### config.mk
export PLATFORM = sky130hd
export DESIGN_NAME = issue_div_fifo_flat
export DESIGN_NICKNAME = d
export VERILOG_FILES = /design/src/rtl/issue_div_fifo_pkg.sv /design/src/rtl/issue_div_fifo_if.sv /design/src/rtl/issue_div_fifo_ptr_ctrl.sv /design/src/rtl/issue_div_fifo.sv /design/src/flat_wrapper.sv
export SDC_FILE = /design/constraint.sdc
export NUM_CORES = 1
export LEC_CHECK = 0
export BUFFER_PORTS_ARGS = -buffer_cell sky130_fd_sc_hd__clkbuf_2
export CORE_MARGIN = 10
export CORE_UTILIZATION = 54
export CTS_BUF_LIST = sky130_fd_sc_hd__clkbuf_4
export DETAILED_ROUTE_END_ITERATION = 8
export PLACE_DENSITY = 0.78
export SKIP_CTS_REPAIR_TIMING = 1
export SLEW_MARGIN = 20
export SYNTH_ARGS = -nofsm -noshare
export SYNTH_HDL_FRONTEND = slang
export SYNTH_SLANG_ARGS = --single-unit
### constraint.sdc
create_clock -name clk -period 3.95 [get_ports clk]
set_input_delay 0.395 -clock clk [delete_from_list [all_inputs] [get_ports clk]]
set_output_delay 0.395 -clock clk [all_outputs]
set_load 0.05 [all_outputs]
### src/rtl/issue_div_fifo_pkg.sv
// issue_div_fifo_pkg
//   Shared issue->execute types and the default queue depth.
//   issue_execute_pack_t : divide micro-op handed from issue to execute_div
//   ISSUE_DIV_FIFO_DEPTH : default DEPTH for issue_div_fifo
//   is_pow2()            : elaboration-time depth sanity check
package issue_div_fifo_pkg;

  localparam int ISSUE_DIV_FIFO_DEPTH = 4;

  typedef struct packed {
    logic        enable;
    logic [5:0]  rob_id;
    logic [2:0]  op;
    logic [31:0] src_a;
    logic [31:0] src_b;
  } issue_execute_pack_t;

  function automatic bit is_pow2(input int n);
    return (n >= 2) && ((n & (n - 1)) == 0);
  endfunction

endpackage

### src/rtl/issue_div_fifo_if.sv
// issue_div_fifo_if
//   Bundle between issue/commit/execute_div and issue_div_fifo.
//   master : driven by the pipeline (data_in, push, pop, flush),
//            observes full, data_out, data_out_valid, count
//   slave  : the FIFO side of the same signals
import issue_div_fifo_pkg::*;

interface issue_div_fifo_if #(
  parameter int DEPTH = 4
);
  localparam int CNT_W = $clog2(DEPTH + 1);

  issue_execute_pack_t issue_div_fifo_data_in;
  logic                issue_div_fifo_push;
  logic                issue_div_fifo_full;
  issue_execute_pack_t issue_div_fifo_data_out;
  logic                issue_div_fifo_data_out_valid;
  logic                issue_div_fifo_pop;
  logic                issue_div_fifo_flush;
  logic [CNT_W-1:0]    issue_div_fifo_count;

  modport master (
    output issue_div_fifo_data_in, issue_div_fifo_push,
           issue_div_fifo_pop, issue_div_fifo_flush,
    input  issue_div_fifo_full, issue_div_fifo_data_out,
           issue_div_fifo_data_out_valid, issue_div_fifo_count
  );

  modport slave (
    input  issue_div_fifo_data_in, issue_div_fifo_push,
           issue_div_fifo_pop, issue_div_fifo_flush,
    output issue_div_fifo_full, issue_div_fifo_data_out,
           issue_div_fifo_data_out_valid, issue_div_fifo_count
  );
endinterface

### src/rtl/issue_div_fifo_ptr_ctrl.sv
// fifo_ptr_ctrl
//   Read/write pointer bookkeeping for a power-of-two FIFO. Pointers carry
//   one extra MSB so full and empty are distinguishable; all arithmetic is
//   modulo 2*DEPTH. Reusable by any issue->execute queue.
//   clk, rst        : clock, async active-low reset
//   push, pop       : raw requests; flush clears both pointers (highest priority)
//   widx, ridx      : storage indices for write and head
//   full, empty     : occupancy flags from registered pointers
//   count           : wptr - rptr
//   push_acc        : a write must happen at widx this edge
module fifo_ptr_ctrl #(
  parameter int DEPTH = 4
) (
  input  logic                      clk,
  input  logic                      rst,
  input  logic                      push,
  input  logic                      pop,
  input  logic                      flush,
  output logic [$clog2(DEPTH)-1:0]  widx,
  output logic [$clog2(DEPTH)-1:0]  ridx,
  output logic                      full,
  output logic                      empty,
  output logic [$clog2(DEPTH):0]    count,
  output logic                      push_acc
);
  localparam int IDX_W = $clog2(DEPTH);
  localparam int PTR_W = IDX_W + 1;

  logic [PTR_W-1:0] wptr;
  logic [PTR_W-1:0] rptr;
  logic             pop_acc;

  assign full  = (wptr[IDX_W-1:0] == rptr[IDX_W-1:0]) && (wptr[IDX_W] != rptr[IDX_W]);
  assign empty = (wptr == rptr);
  assign count = wptr - rptr;
  assign widx  = wptr[IDX_W-1:0];
  assign ridx  = rptr[IDX_W-1:0];

  // full/empty come from the pre-edge pointers, so a pop never frees a
  // slot for a push in the same cycle
  assign push_acc = push && !full && !flush;
  assign pop_acc  = pop && !empty && !flush;

  always_ff @(posedge clk or negedge rst) begin
    if (!rst) begin
      wptr <= '0;
      rptr <= '0;
    end else if (flush) begin
      wptr <= '0;
      rptr <= '0;
    end else begin
      if (push_acc) wptr <= wptr + PTR_W'(1);
      if (pop_acc)  rptr <= rptr + PTR_W'(1);
    end
  end

endmodule

### src/rtl/issue_div_fifo.sv
// issue_div_fifo
//   First-word-fall-through queue of divide micro-ops between issue and
//   execute_div. Commit flush empties it so no wrong-path op reaches the divider.
//   clk  : clock, rising edge
//   rst  : asynchronous active-low reset
//   bus  : issue_div_fifo_if.slave (data_in/push, data_out/valid/pop,
//          flush, full, count)
//   Optional: ISSUE_DIV_FIFO_BYPASS_EN forwards data_in straight to data_out
//   while the queue is empty; a same-cycle pop consumes it without a write.
import issue_div_fifo_pkg::*;

module issue_div_fifo #(
  parameter int DEPTH = ISSUE_DIV_FIFO_DEPTH
) (
  input  logic              clk,
  input  logic              rst,
  issue_div_fifo_if.slave   bus
);
  localparam int IDX_W = $clog2(DEPTH);
  localparam int CNT_W = $clog2(DEPTH + 1);

  if (!is_pow2(DEPTH)) begin : g_depth_check
    $error("issue_div_fifo: DEPTH must be a power of two and >= 2");
  end

  logic [IDX_W-1:0]    widx;
  logic [IDX_W-1:0]    ridx;
  logic                full;
  logic                empty;
  logic [IDX_W:0]      count;
  logic                push_acc;
  logic                push_q;
  logic                bypass;
  issue_execute_pack_t mem [DEPTH];

`ifdef ISSUE_DIV_FIFO_BYPASS_EN
  assign bypass = empty && bus.issue_div_fifo_push && !bus.issue_div_fifo_flush;
  // a bypassed entry popped in the same cycle is never stored
  assign push_q = bus.issue_div_fifo_push && !(bypass && bus.issue_div_fifo_pop);
`else
  assign bypass = 1'b0;
  assign push_q = bus.issue_div_fifo_push;
`endif

  fifo_ptr_ctrl #(.DEPTH(DEPTH)) u_ptr (
    .clk      (clk),
    .rst      (rst),
    .push     (push_q),
    .pop      (bus.issue_div_fifo_pop),
    .flush    (bus.issue_div_fifo_flush),
    .widx     (widx),
    .ridx     (ridx),
    .full     (full),
    .empty    (empty),
    .count    (count),
    .push_acc (push_acc)
  );

  always_ff @(posedge clk) begin
    if (push_acc) mem[widx] <= bus.issue_div_fifo_data_in;
  end

  always_comb begin
    bus.issue_div_fifo_data_out       = '0;
    bus.issue_div_fifo_data_out_valid = !empty;
    if (bypass) begin
      bus.issue_div_fifo_data_out       = bus.issue_div_fifo_data_in;
      bus.issue_div_fifo_data_out_valid = 1'b1;
    end else if (!empty) begin
      bus.issue_div_fifo_data_out = mem[ridx];
    end
  end

  assign bus.issue_div_fifo_full  = full;
  assign bus.issue_div_fifo_count = CNT_W'(count);

endmodule

### src/flat_wrapper.sv
// flat-port wrapper written by rule: the top's interface ports become plain ports
module issue_div_fifo_flat 
#(
  parameter int DEPTH = ISSUE_DIV_FIFO_DEPTH
)
  (clk, rst, bus_issue_div_fifo_data_in, bus_issue_div_fifo_push, bus_issue_div_fifo_pop, bus_issue_div_fifo_flush, bus_issue_div_fifo_full, bus_issue_div_fifo_data_out, bus_issue_div_fifo_data_out_valid, bus_issue_div_fifo_count);
  issue_div_fifo_if #(.DEPTH(DEPTH)) bus_i ();
  input  logic clk;
  input  logic rst;
  input wire logic [$bits(bus_i.issue_div_fifo_data_in)-1:0] bus_issue_div_fifo_data_in;
  input wire logic [$bits(bus_i.issue_div_fifo_push)-1:0] bus_issue_div_fifo_push;
  input wire logic [$bits(bus_i.issue_div_fifo_pop)-1:0] bus_issue_div_fifo_pop;
  input wire logic [$bits(bus_i.issue_div_fifo_flush)-1:0] bus_issue_div_fifo_flush;
  output wire logic [$bits(bus_i.issue_div_fifo_full)-1:0] bus_issue_div_fifo_full;
  output wire logic [$bits(bus_i.issue_div_fifo_data_out)-1:0] bus_issue_div_fifo_data_out;
  output wire logic [$bits(bus_i.issue_div_fifo_data_out_valid)-1:0] bus_issue_div_fifo_data_out_valid;
  output wire logic [$bits(bus_i.issue_div_fifo_count)-1:0] bus_issue_div_fifo_count;
  assign bus_i.issue_div_fifo_data_in = bus_issue_div_fifo_data_in;
  assign bus_i.issue_div_fifo_push = bus_issue_div_fifo_push;
  assign bus_i.issue_div_fifo_pop = bus_issue_div_fifo_pop;
  assign bus_i.issue_div_fifo_flush = bus_issue_div_fifo_flush;
  assign bus_issue_div_fifo_full = bus_i.issue_div_fifo_full;
  assign bus_issue_div_fifo_data_out = bus_i.issue_div_fifo_data_out;
  assign bus_issue_div_fifo_data_out_valid = bus_i.issue_div_fifo_data_out_valid;
  assign bus_issue_div_fifo_count = bus_i.issue_div_fifo_count;
  issue_div_fifo #(.DEPTH(DEPTH)) u_core (.clk(clk), .rst(rst), .bus(bus_i));
endmodule
**After elaboration in Yosys (flattened, before gate mapping)**

Memory sizes are Yosys's and may differ from the RTL's.
Index checks and enable logic that the tools add are counted.

- Add/sub/neg operators: 3
- $mul: 0
- Divide/modulo/power cells: 0
- $lt $le $gt $ge: 0
- Equal/unequal tests: 3
- Shifts and indexed selects: 0
- Multiplexer cells: 7
- Bitwise operators: 0
- Reduce and logical (&&, ||, !) cells: 10

Operator list:

| operator | count |
|---|---|
| $mux W74 | 1 |
| $mux W3 | 4 |
| $add A3 B1 Y3 const B | 2 |
| $logic_and A1 B1 Y1 | 5 |
| $reduce_bool A2 Y1 | 2 |
| $eq A3 B3 Y1 | 1 |
| $logic_not A1 Y1 | 3 |
| $sub A3 B3 Y3 | 1 |
| $eq A2 B2 Y1 | 1 |
| $mux W1 | 2 |
| $ne A1 B1 Y1 | 1 |

- Register bits after elaboration: 6
- Bits in latches: 0
- Bits in writable memories: 296
- ROM bits: 0
- Input bits: 79
- Logic and storage cells: 26
- Memories: 1

Memory list:

| memory | depth | bits a word | read ports | clocked after memory_dff | write ports | line | text |
|---|---|---|---|---|---|---|---|
| u_core.mem | 4 | 74 | 1 | 0 | 1 | issue_div_fifo.sv:34 | `issue_execute_pack_t mem [DEPTH];` |

**Longest topological paths before layout**

Gate-level depths: netlist (run 1).

- Depth in word-level cells: 7
- Depth in mapped cells: 8
- Mapped depth without buffers: 5

**By module**

Synthesis (run 1) repeated with hierarchy kept, for this count alone.

- Cell total of the unflattened synthesis: 618
- Area, all modules: 11766.3 µm²

By module, submodules not included:

| module | instances | cells each | area an instance (µm²) |
|---|---|---|---|
| issue_div_fifo | 1 | 559 | 11233.3 |
| fifo_ptr_ctrl | 1 | 59 | 533.0 |

**Least setup slack after synthesis (run 1)**

No wires, ideal clock.

- Path type: register -> register
- From: register u_core.u_ptr.rptr[1]
- To: memory u_core.mem[0][0] in the netlist's numbering (enable)
- Arrival time: 3.365 ns
- Slack: 0.144 ns
- Stages on the path, launching flop included: 8
- Clock period less this slack: 3.806 ns
- Cell sequence: dfrtp_1 > buf_2 > buf_2 > inv_1 > ha_1 > nand2_1 > or2_2 > and3_1

- Cells in the longest elaborated chain, start to end: 7

Ends and longest elaborated chain:

| element | line | text |
|---|---|---|
| start: declaration | issue_div_fifo_ptr_ctrl.sv:30 | `logic [PTR_W-1:0] rptr;` |
| start signal: assignment | issue_div_fifo_ptr_ctrl.sv:53 | `if (pop_acc) rptr <= rptr + PTR_W'(1);` |
| $eq A2 B2 Y1 | issue_div_fifo_ptr_ctrl.sv:33 | `assign full = (wptr[IDX_W-1:0] == rptr[IDX_W-1:0]) && (wptr[IDX_W] != rptr[IDX_W]);` |
| $logic_and A1 B1 Y1 | issue_div_fifo_ptr_ctrl.sv:33 |  |
| $logic_not A1 Y1 | issue_div_fifo_ptr_ctrl.sv:41 | `assign push_acc = push && !full && !flush;` |
| $logic_and A1 B1 Y1 (2 in a row) | issue_div_fifo_ptr_ctrl.sv:41 |  |
| $mux W1 | issue_div_fifo.sv:60 | `if (push_acc) mem[widx] <= bus.issue_div_fifo_data_in;` |
| $mux W1 (not written as such) | issue_div_fifo.sv:60 |  |
| end: declaration | issue_div_fifo.sv:34 |  |

Every way passes these cells.

**Worst setup path after layout (run 1)**

- From: register u_core.u_ptr.wptr[0]
- To: output bus_issue_div_fifo_data_out[48]

- Cells in the longest elaborated chain, start to end: 2

Ends and longest elaborated chain:

| element | line | text |
|---|---|---|
| start: declaration | issue_div_fifo_ptr_ctrl.sv:29 | `logic [PTR_W-1:0] wptr;` |
| start signal: assignment | issue_div_fifo_ptr_ctrl.sv:52 | `if (push_acc) wptr <= wptr + PTR_W'(1);` |
| $eq A3 B3 Y1 | issue_div_fifo_ptr_ctrl.sv:34 | `assign empty = (wptr == rptr);` |
| $mux W74 | issue_div_fifo.sv:69 | `end else if (!empty) begin` |
| end: declaration | flat_wrapper.sv:15 | `output wire logic [$bits(bus_i.issue_div_fifo_data_out)-1:0] bus_issue_div_fifo_data_out;` |

Every way passes these cells.

==> results of run 1 <==
==> sequential cells by signal, summed over array words and instances, names as in the netlist <==
name	count
u_core.mem	296
u_core.u_ptr.rptr	3
u_core.u_ptr.wptr	3
==> per-stage QoR <==
step                instance area (µm²)  setup slack (ps)  hold slack, ps  utilization  instances
floorplan                         11800               144            99.4            -        535
global placement                  12900              1250             232        0.606        947
detailed placement                12900              1130             238        0.606        947
CTS                               13800               400            -497        0.648       1076
global route                      14500               287            82.6        0.684       1151
finish                            14500               463             109        0.684       1151
==> worst paths after layout <==
| path | to |
|---|---|
| setup / recovery | bus_issue_div_fifo_data_out[48] |
| hold / removal | u_core.u_ptr.wptr[1] |
| min in group asynchronous | u_core.u_ptr.wptr[0] |
| max in group asynchronous | u_core.u_ptr.rptr[1] |
| hold reg to reg | u_core.u_ptr.wptr[2] |
| setup reg to reg | u_core.mem[3][9] |
==> layer usage <==
| metal | vias to the layer above | global-route usage | wire [µm] |
|---|---|---|---|
| met5 | - | 0 | 0 |
| met4 | 0 | 0.0590 | 352 |
| met3 | 38 | 0.0562 | 1680 |
| met2 | 275 | 0.271 | 12300 |
| met1 | 3139 | 0.193 | 9540 |
| li1 | 2813 | - | - |
==> cell type report <==
type	instances	area (µm²)
sequential	302	9050
timing repair buffer	240	1660
inverter	6	22.5
clock inverter	24	96.3
fill	1379	6710
clock buffer	105	788
tap	275	344
multi-input combinational	199	2550
==> synthesized netlist by cell type <==
master / instances
buf_12: 4
and2_1: 74
nor3_1: 1
nand3_1: 5
o311ai_0: 1
clkbuf_2: 3
o211ai_1: 1
or3b_2: 1
nand3b_1: 2
buf_6: 1
nor3b_1: 2
a32oi_1: 1
or2_2: 1
fa_1: 1
dfrtp_1: 6
mux2_2: 1
and3_1: 4
edfxtp_1: 296
nand4bb_1: 1
nand4b_1: 2
or4_1: 2
clkbuf_1: 8
nor2b_1: 2
nand2_1: 4
nand3_2: 1
inv_1: 6
mux4_2: 74
xnor2_2: 1
xnor2_1: 1
a31oi_1: 5
ha_1: 7
buf_2: 12
nor2_1: 3
or3_1: 1
==> worst reg2reg max path: cells and delay by family, from the launching register on <==
kind                       cells  cell delay, ps
adders and majority gates      1             400
buffers and inverters          2             520
DFF                            1             440
and+or+nand+nor                3            1180
==> cells in the final DEF (no fill, tap or decap), types with 2 or more instances in the layout <==
| cell | count |
|---|---|
| ha_1 | 7 |
| and2_1 | 74 |
| nor2b_1 | 2 |
| buf_12 | 5 |
| edfxtp_1 | 296 |
| nand2_1 | 4 |
| dlygate4sd3_1 | 75 |
| dfrtp_4 | 2 |
| nand3_1 | 5 |
| clkinv_2 | 2 |
| inv_1 | 6 |
| dfrtp_1 | 4 |
| nor2_1 | 3 |
| mux4_2 | 74 |
| and3_4 | 4 |
| inv_2 | 3 |
| clkbuf_4 | 105 |
| buf_4 | 2 |
| a31oi_1 | 5 |
| or4_1 | 2 |
| clkinv_1 | 18 |
| clkbuf_2 | 157 |
| nand4b_1 | 2 |
| nor3b_1 | 2 |
| nand3b_1 | 2 |
==> kinds of logic (layout without fill, tap and decap cells) <==
group                      Yosys count  after routing  share of synthesized area
adders and majority gates            8              8                    0.00913
and+or+nand+nor                    106            106                     0.0562
muxes                               75             75                      0.142
AOI/OAI and AO/OA                    8              8                    0.00478
xor gates and xnor gates             2              2                    0.00212
buffers and inverters               34            375                     0.0186
DFF                                302            302                      0.767
==> metrics.csv, run 1 <==
stage,metric,value,unit
sta,period_minus_slack,3490,ps
run,drv_cap,0,
routing,drc,0,
synth,syn_avg_cell_area,22.0,µm²
worst_setup_path,ff2ff_path_depth,6,
global_routing,grt_max_degree,79,
worst_setup_path,required,3560,ps
worst_hold_path,hp-start,bus_issue_div_fifo_push,
routing,wirelength,23900,µm
synth,syn_area,0.0118,mm²
sta,tightest_slew,847,ps
clocking,cts.sinks,302,
global_routing,grt_overflow,0,
final_layout,areaGrowthSynthToFinish,23.1,%
sta,fin_skew,31.8,ps
worst_setup_path,crit_chain,inv_1 -> ha_1 -> nand3_2 -> buf_12 -> and2_1 -> clkbuf_2,
placed_design,place.gp.congestion,0.780,
routing,antenna_left,0,
clocking,clk_pin_slew_worst_paths,70,ps
clocking,h-tree-depth,3,
routing,drtPass1Iterations,5,
worst_setup_path,crit_path_max_incr_delay,580,ps
floorplanning,start_util,0.555,
synth,synth_nets,622,
sta,tns,0,ps
clocking,root_buffer,clkbuf_4,
clocking,worstSkewPairLatency,640,ps
clocking,cts_buffers,76,
floorplanning,core,0.0212,mm²
worst_setup_path,critPathMaxFanout,45,
worst_setup_path,end_kind,output port,
synth,synth_seq_cells,302,
floorplanning,die_x,168,µm
final_layout,layout-drive-gt1-share,0.412,
outcome,outcome,"complete, no violations",
floorplanning,num_io_pins,158,
routing,first_iter_violations,472,
sta,slew_headroom,0.435,
placed_design,io_buffers,157,
global_routing,grt_pass1_vias,6771,
global_routing,antenna_found_initial,0,
routing,routedWlPerCell,20.8,µm
worst_setup_path,path_buf_inv,3,
sta,rsz0062_at_grt,false,
final_layout,diodes,0,
routing,vias_per_cell,5.44,
worst_hold_path,holdPathStages,3,
worst_setup_path,reg2reg_slack,1060,ps
floorplanning,rows,53,
routing,vias,6265,
sta,period_share,0.883,
synth,synth.top_cells.by_area,"edfxtp_1 (75%), mux4_2 (14%), and2_1 (3.9%), dfrtp_1 (1.3%), ha_1 (0.74%)",
floorplanning,dieArea,0.0281,mm²
synth,seq_area_frac_synth,0.767,
placed_design,place_hpwl,13800,µm
worst_setup_path,critPathKind,flip-flop to output port,
worst_setup_path,cp_top_family,buffers and inverters,
sta,hold_violations,0,
sta,fmax,287,MHz
sta,slew_viol_final,0,
worst_setup_path,r2r_start,u_core.u_ptr.wptr[0],
clocking,clockBufferDepth,3,
worst_setup_path,cp_num_cells,6,
worst_hold_path,hp-class,input pin to flip-flop,
sta,finalSetupViolCount,0,
worst_setup_path,critPathLaunchType,flip-flop,
final_layout,fin_nets,912,
synth,synth.top_cell.area_share,0.754,
global_routing,track_usage,0.163,
synth,synth_cells,535,
synth,yosysWarnings,0,
worst_setup_path,critPathLaunch,u_core.u_ptr.wptr[0],
floorplanning,die_h,168,µm
synth,ys_types,34,
synth,yosysTopAreaCell,edfxtp_1,
global_routing,grt_first_pass_wirelength,36000,µm
clocking,tritoncts,done,
worst_setup_path,cp_slowest_cell,nand3_2,
worst_setup_path,cp_data_arrival_time,3090,ps
Power of run 1 is left out: the tool's default activity adds up to more than one toggle a clock period on the data nets, which glitch-free logic cannot reach.
==> inputs of run 2 (changes only) <==
--- a/config.mk
+++ b/config.mk
@@ -5,11 +5,13 @@
 export SDC_FILE = /design/constraint.sdc
 export NUM_CORES = 1
 export LEC_CHECK = 0
-export BUFFER_PORTS_ARGS = -buffer_cell sky130_fd_sc_hd__clkbuf_2
 export CORE_MARGIN = 10
-export CORE_UTILIZATION = 54
+export CORE_UTILIZATION = 59
 export CTS_BUF_LIST = sky130_fd_sc_hd__clkbuf_4
 export DETAILED_ROUTE_END_ITERATION = 8
+export DONT_BUFFER_PORTS = 1
+export GPL_ROUTABILITY_DRIVEN = 0
+export HOLD_SLACK_MARGIN = 0.06
 export PLACE_DENSITY = 0.78
 export SKIP_CTS_REPAIR_TIMING = 1
 export SLEW_MARGIN = 20
==> metrics.csv, run 2 (synthesis results as in run 1) <==
stage,metric,value,unit,change
final_layout,top_regs,"u_core.mem x296, u_core.u_ptr.rptr x3, u_core.u_ptr.wptr x3",,
clocking,clk_pin_slew_worst_paths,60,ps,about the same
routing,first_iter_violations,316,,-33%
clocking,worstSkewPairLatency,630,ps,about the same
routing,wl_met1,8930,µm,-6.3%
floorplanning,die_h,161,µm,-3.8%
placed_design,io_buffers,0,,-100%
final_layout,layout_commonest_cell,edfxtp_1,,
worst_setup_path,critPathKind,flip-flop to output port,,
global_routing,grt_overflow,0,,unchanged
worst_setup_path,reg2reg_slack,1120,ps,+60 ps
routing,vias_per_cell,5.81,,+6.7%
floorplanning,core,0.0196,mm²,-7.7%
routing,routedWlPerCell,23.4,µm,+13%
sta,tightest_slew,752,ps,-95.3 ps
floorplanning,die_x,161,µm,-3.8%
global_routing,grt_pass1_vias,5767,,-15%
sta,period_share,0.812,,-0.0704
clocking,tritoncts,done,,
worst_hold_path,hp-start,bus_issue_div_fifo_pop,,
final_layout,largest_reg_flops,296,,unchanged
worst_hold_path,holdPathStages,3,,unchanged
routing,wirelength,22800,µm,-4.4%
routing,top_layer_used,met4,,
routing,drtPass1Iterations,4,,-1
sta,rsz0062_at_grt,false,,
worst_setup_path,worstReg2RegEnd,u_core.mem[1][12],,
sta,finalSetupViolCount,0,,unchanged
floorplanning,dieArea,0.0260,mm²,-7.5%
worst_setup_path,cp_data_arrival_time,2810,ps,-280 ps
sta,period_minus_slack,3210,ps,-278 ps
sta,slew_viol_final,0,,unchanged
worst_setup_path,critPathMaxFanout,75,,+67%
worst_setup_path,critPathLaunchType,flip-flop,,
clocking,h-tree-depth,3,,unchanged
routing,met3WireLength,1680,µm,about the same
worst_setup_path,end_kind,output port,,
worst_hold_path,worst_hold_path.endpoint,u_core.u_ptr.rptr[0],,
worst_setup_path,r2r_start,u_core.u_ptr.wptr[0],,
final_layout,layout_common_cells,"edfxtp_1 (296), clkbuf_4 (105), dlygate4sd3_1 (80), mux4_2 (74), and2_1 (74)",,
floorplanning,num_io_pins,158,,unchanged
global_routing,track_usage,0.169,,+0.00603
routing,wl_met2,11800,µm,-4.1%
global_routing,antenna_found_initial,1,,+1
placed_design,dpl_cell_area,0.0121,mm²,-6.1%
worst_hold_path,hp-class,input pin to flip-flop,,
run,drv_cap,0,,unchanged
outcome,outcome,"complete, no violations",,
final_layout,final_cell_area,0.0138,mm²,-5.0%
floorplanning,rows,51,,-3.8%
sta,fmax,312,MHz,+8.7%
placed_design,place_hpwl,12900,µm,-6.9%
clocking,cts.sinks,302,,unchanged
global_routing,grt_max_degree,79,,unchanged
routing,vias,5679,,-9.4%
worst_setup_path,required,3560,ps,about the same
global_routing,grt_first_pass_wirelength,33700,µm,-6.5%
clocking,clockBufferDepth,3,,unchanged
clocking,cts_buffers,73,,-3.9%
worst_setup_path,ff2ff_path_depth,6,,unchanged
final_layout,fin_nets,758,,-17%
sta,fin_skew,35.7,ps,+3.89 ps
sta,hold_violations,0,,unchanged
final_layout,areaGrowthSynthToFinish,17.0,%,
final_layout,largest-register,u_core.mem,,
routing,drc,0,,unchanged
routing,antenna_left,0,,unchanged
sta,tns,0,ps,unchanged
floorplanning,start_util,0.602,,+0.0462
sta,slew_headroom,0.499,,+0.0636
final_layout,layout-drive-gt1-share,0.284,,-0.128
clocking,root_buffer,clkbuf_4,,
==> run 2: final cells by class <==
type                            count  area, µm²
Antenna cell                        1       2.50
Multi-Input combinational cell    199       2560
Tap cell                          265        332
Timing Repair Buffer               89        943
Sequential cell                   302       9050
Inverter                            6       22.5
Clock buffer                      105        788
Fill cell                        1180       5810
Clock inverter                     11       93.8
==> run 2: worst max-delay path by stage <==
stage	start	to	slack, ps	depth (start not counted)
after global routing	u_core.u_ptr.wptr[2]	bus_issue_div_fifo_data_out[14]	480	3
after floorplan	u_core.u_ptr.rptr[1]	u_core.mem[0][0]	140	7
after detailed placement	u_core.u_ptr.wptr[0]	u_core.mem[0][66]	1170	6
final	u_core.u_ptr.rptr[2]	bus_issue_div_fifo_data_out[0]	740	3
after global placement	u_core.u_ptr.wptr[0]	u_core.mem[1][19]	1290	6
after CTS	u_core.u_ptr.rptr[2]	bus_issue_div_fifo_data_out[14]	640	3
==> run 2: metal layers <==
metal / GRT usage / up-vias
li1: - / 2487
met4: 0.0591 / 0
met3: 0.0869 / 40
met5: 0 / -
met2: 0.268 / 243
met1: 0.194 / 2909
==> run 2: critical path: stages (launching register included) <==
cell	delay [ps]
dfrtp_1	430
xnor2_2	500
nand3_4	640
and2_1	570
==> run 2: metrics by stage <==
| stage | std cells | util | setup slack (ps) | hold slack (ps) |
|---|---|---|---|---|
| finish | 978 | 0.704 | 741 | 108 |
| global route | 978 | 0.704 | 476 | 71.0 |
| CTS | 896 | 0.662 | 643 | -624 |
| detailed placement | 780 | 0.617 | 1170 | 100 |
| global placement | 780 | 0.617 | 1290 | 99.9 |
| floorplan | 535 | - | 144 | 99.4 |
Power of run 2 is left out for the same reason.
==> inputs of run 3 (changes only) <==
--- a/config.mk
+++ b/config.mk
@@ -6,13 +6,13 @@
 export NUM_CORES = 1
 export LEC_CHECK = 0
 export CORE_MARGIN = 10
-export CORE_UTILIZATION = 59
+export CORE_UTILIZATION = 60
 export CTS_BUF_LIST = sky130_fd_sc_hd__clkbuf_4
 export DETAILED_ROUTE_END_ITERATION = 8
 export DONT_BUFFER_PORTS = 1
 export GPL_ROUTABILITY_DRIVEN = 0
 export HOLD_SLACK_MARGIN = 0.06
-export PLACE_DENSITY = 0.78
+export PLACE_DENSITY = 0.76
 export SKIP_CTS_REPAIR_TIMING = 1
 export SLEW_MARGIN = 20
 export SYNTH_ARGS = -nofsm -noshare
==> constraint.sdc (replaced) <==
create_clock -name clk -period 3.1 [get_ports clk]
set_input_delay 0.31 -clock clk [delete_from_list [all_inputs] [get_ports clk]]
set_output_delay 0.31 -clock clk [all_outputs]
set_load 0.05 [all_outputs]
==> metrics.csv, run 3 (synthesis results as in run 1) <==
stage,metric,value,unit,change
routing,antenna_left,0,,unchanged
final_layout,nFillCells,1042,,-12%
routing,drtPass1Iterations,5,,+1
routing,wirelength,25100,µm,+9.7%
outcome,outcome,"complete, no violations",,
global_routing,grt_max_degree,79,,unchanged
worst_setup_path,worstReg2RegEnd,u_core.mem[0][51],,
final_layout,fin_nets,835,,+10%
clocking,clockBufferDepth,3,,unchanged
floorplanning,die_h,160,µm,-0.73%
final_layout,layout_commonest_cell,edfxtp_1,,
global_routing,grt_first_pass_wirelength,35400,µm,+5.1%
floorplanning,die_x,160,µm,-0.73%
clocking,clk_pin_slew_worst_paths,60,ps,about the same
clocking,root_buffer,clkbuf_4,,
global_routing,antenna_found_initial,4,,+3
sta,period_share,0.952,,
clocking,worstSkewPairLatency,650,ps,+20 ps
worst_hold_path,hp-start,bus_issue_div_fifo_flush,,
worst_setup_path,critPathMaxFanout,42,,-44%
clocking,h-tree-depth,3,,unchanged
final_layout,top_regs,"u_core.mem x296, u_core.u_ptr.rptr x3, u_core.u_ptr.wptr x3",,
worst_hold_path,worst_hold_path.endpoint,u_core.u_ptr.rptr[1],,
worst_setup_path,critPathKind,flip-flop to output port,,
worst_hold_path,hp-class,input pin to flip-flop,,
routing,vias_per_cell,5.61,,-3.4%
final_layout,largest_reg_flops,296,,unchanged
floorplanning,rows,51,,unchanged
sta,period_minus_slack,2950,ps,
final_layout,largest-register,u_core.mem,,
placed_design,place_hpwl,13800,µm,+7.2%
worst_hold_path,holdPathStages,3,,unchanged
worst_setup_path,required,2790,ps,-770 ps
worst_setup_path,reg2reg_slack,450,ps,-670 ps
floorplanning,core,0.0194,mm²,-0.98%
floorplanning,dieArea,0.0256,mm²,-1.5%
final_layout,multi_input_area,0.00258,mm²,+0.93%
global_routing,grt_pass1_vias,6152,,+6.7%
final_layout,layout_common_cells,"edfxtp_1 (296), clkbuf_4 (108), dlygate4sd3_1 (80), buf_12 (77)",,
sta,tns,0,ps,unchanged
routing,routedWlPerCell,23.6,µm,+0.84%
clocking,tritoncts,done,,
floorplanning,num_io_pins,158,,unchanged
floorplanning,start_util,0.608,,+0.00594
sta,hold_violations,0,,unchanged
worst_setup_path,r2r_start,u_core.u_ptr.rptr[1],,
sta,slew_headroom,0.548,,+0.0495
run,drv_cap,0,,unchanged
final_layout,layout-drive-gt1-share,0.360,,+0.0760
routing,vias,5966,,+5.1%
global_routing,track_usage,0.180,,+0.0108
final_layout,seqCellArea,0.00905,mm²,unchanged
sta,tightest_slew,678,ps,-74.3 ps
clocking,cts_buffers,73,,unchanged
sta,slew_viol_final,0,,unchanged
worst_setup_path,cp_data_arrival_time,2640,ps,-170 ps
routing,first_iter_violations,389,,+23%
clocking,cts.sinks,302,,unchanged
global_routing,grt_overflow,0,,unchanged
worst_setup_path,critPathLaunchType,flip-flop,,
worst_setup_path,end_kind,output port,,
sta,fmax,339,MHz,
placed_design,io_buffers,0,,unchanged
final_layout,areaGrowthSynthToFinish,30.1,%,
routing,drc,0,,unchanged
sta,finalSetupViolCount,0,,unchanged
sta,fin_skew,39.5,ps,+3.78 ps
worst_setup_path,ff2ff_path_depth,6,,unchanged
==> run 3: worst max path at each step <==
stage | from | endpoint | slack, ps | cells after the start
after floorplan | u_core.u_ptr.rptr[1] | u_core.mem[0][0] | 110 | 7
after global placement | u_core.u_ptr.wptr[0] | u_core.mem[0][21] | 560 | 5
after detailed placement | u_core.u_ptr.wptr[0] | u_core.mem[2][26] | 460 | 5
after CTS | u_core.u_ptr.rptr[1] | bus_issue_div_fifo_count[1] | -90 | 3
after global routing | u_core.u_ptr.wptr[0] | bus_issue_div_fifo_data_out[3] | -9 | 6
final | u_core.u_ptr.rptr[1] | bus_issue_div_fifo_count[1] | 150 | 4
==> run 3: per-layer routing <==
metal  track usage  wire [µm]
met1         0.200       9320
met3        0.0694       1700
met5             0          0
met4        0.0780        460
met2         0.302      13600
==> run 3: stage by stage <==
stage          cells  worst slack (ps)  hold slack [ps]   util  cell area [µm²]
2_1_floorplan    535               113             14.4      -            11800
3_3_place_gp     852               563             14.8  0.696            13500
3_5_place_dp     852               459             14.7  0.696            13500
4_1_cts          974             -94.0             -677  0.741            14400
5_1_grt         1064             -9.29             81.8  0.791            15300
6_report        1064               147              140  0.791            15300
==> run 3: worst max-delay path: stages (launching register included) <==
cell and delay, ps:
dfrtp_4 410, buf_4 480, buf_16 300, fa_1 460
inv_1 340
==> run 3: final cells by class <==
type	instances	share of cell area
sequential	302	0.590
multi-input combinational	200	0.168
timing repair buffer	165	0.162
clock buffer	108	0.0529
tap	265	0.0216
clock inverter	14	0.00367
inverter	6	0.00147
antenna	4	0.000653
Power of run 3 is left out for the same reason.
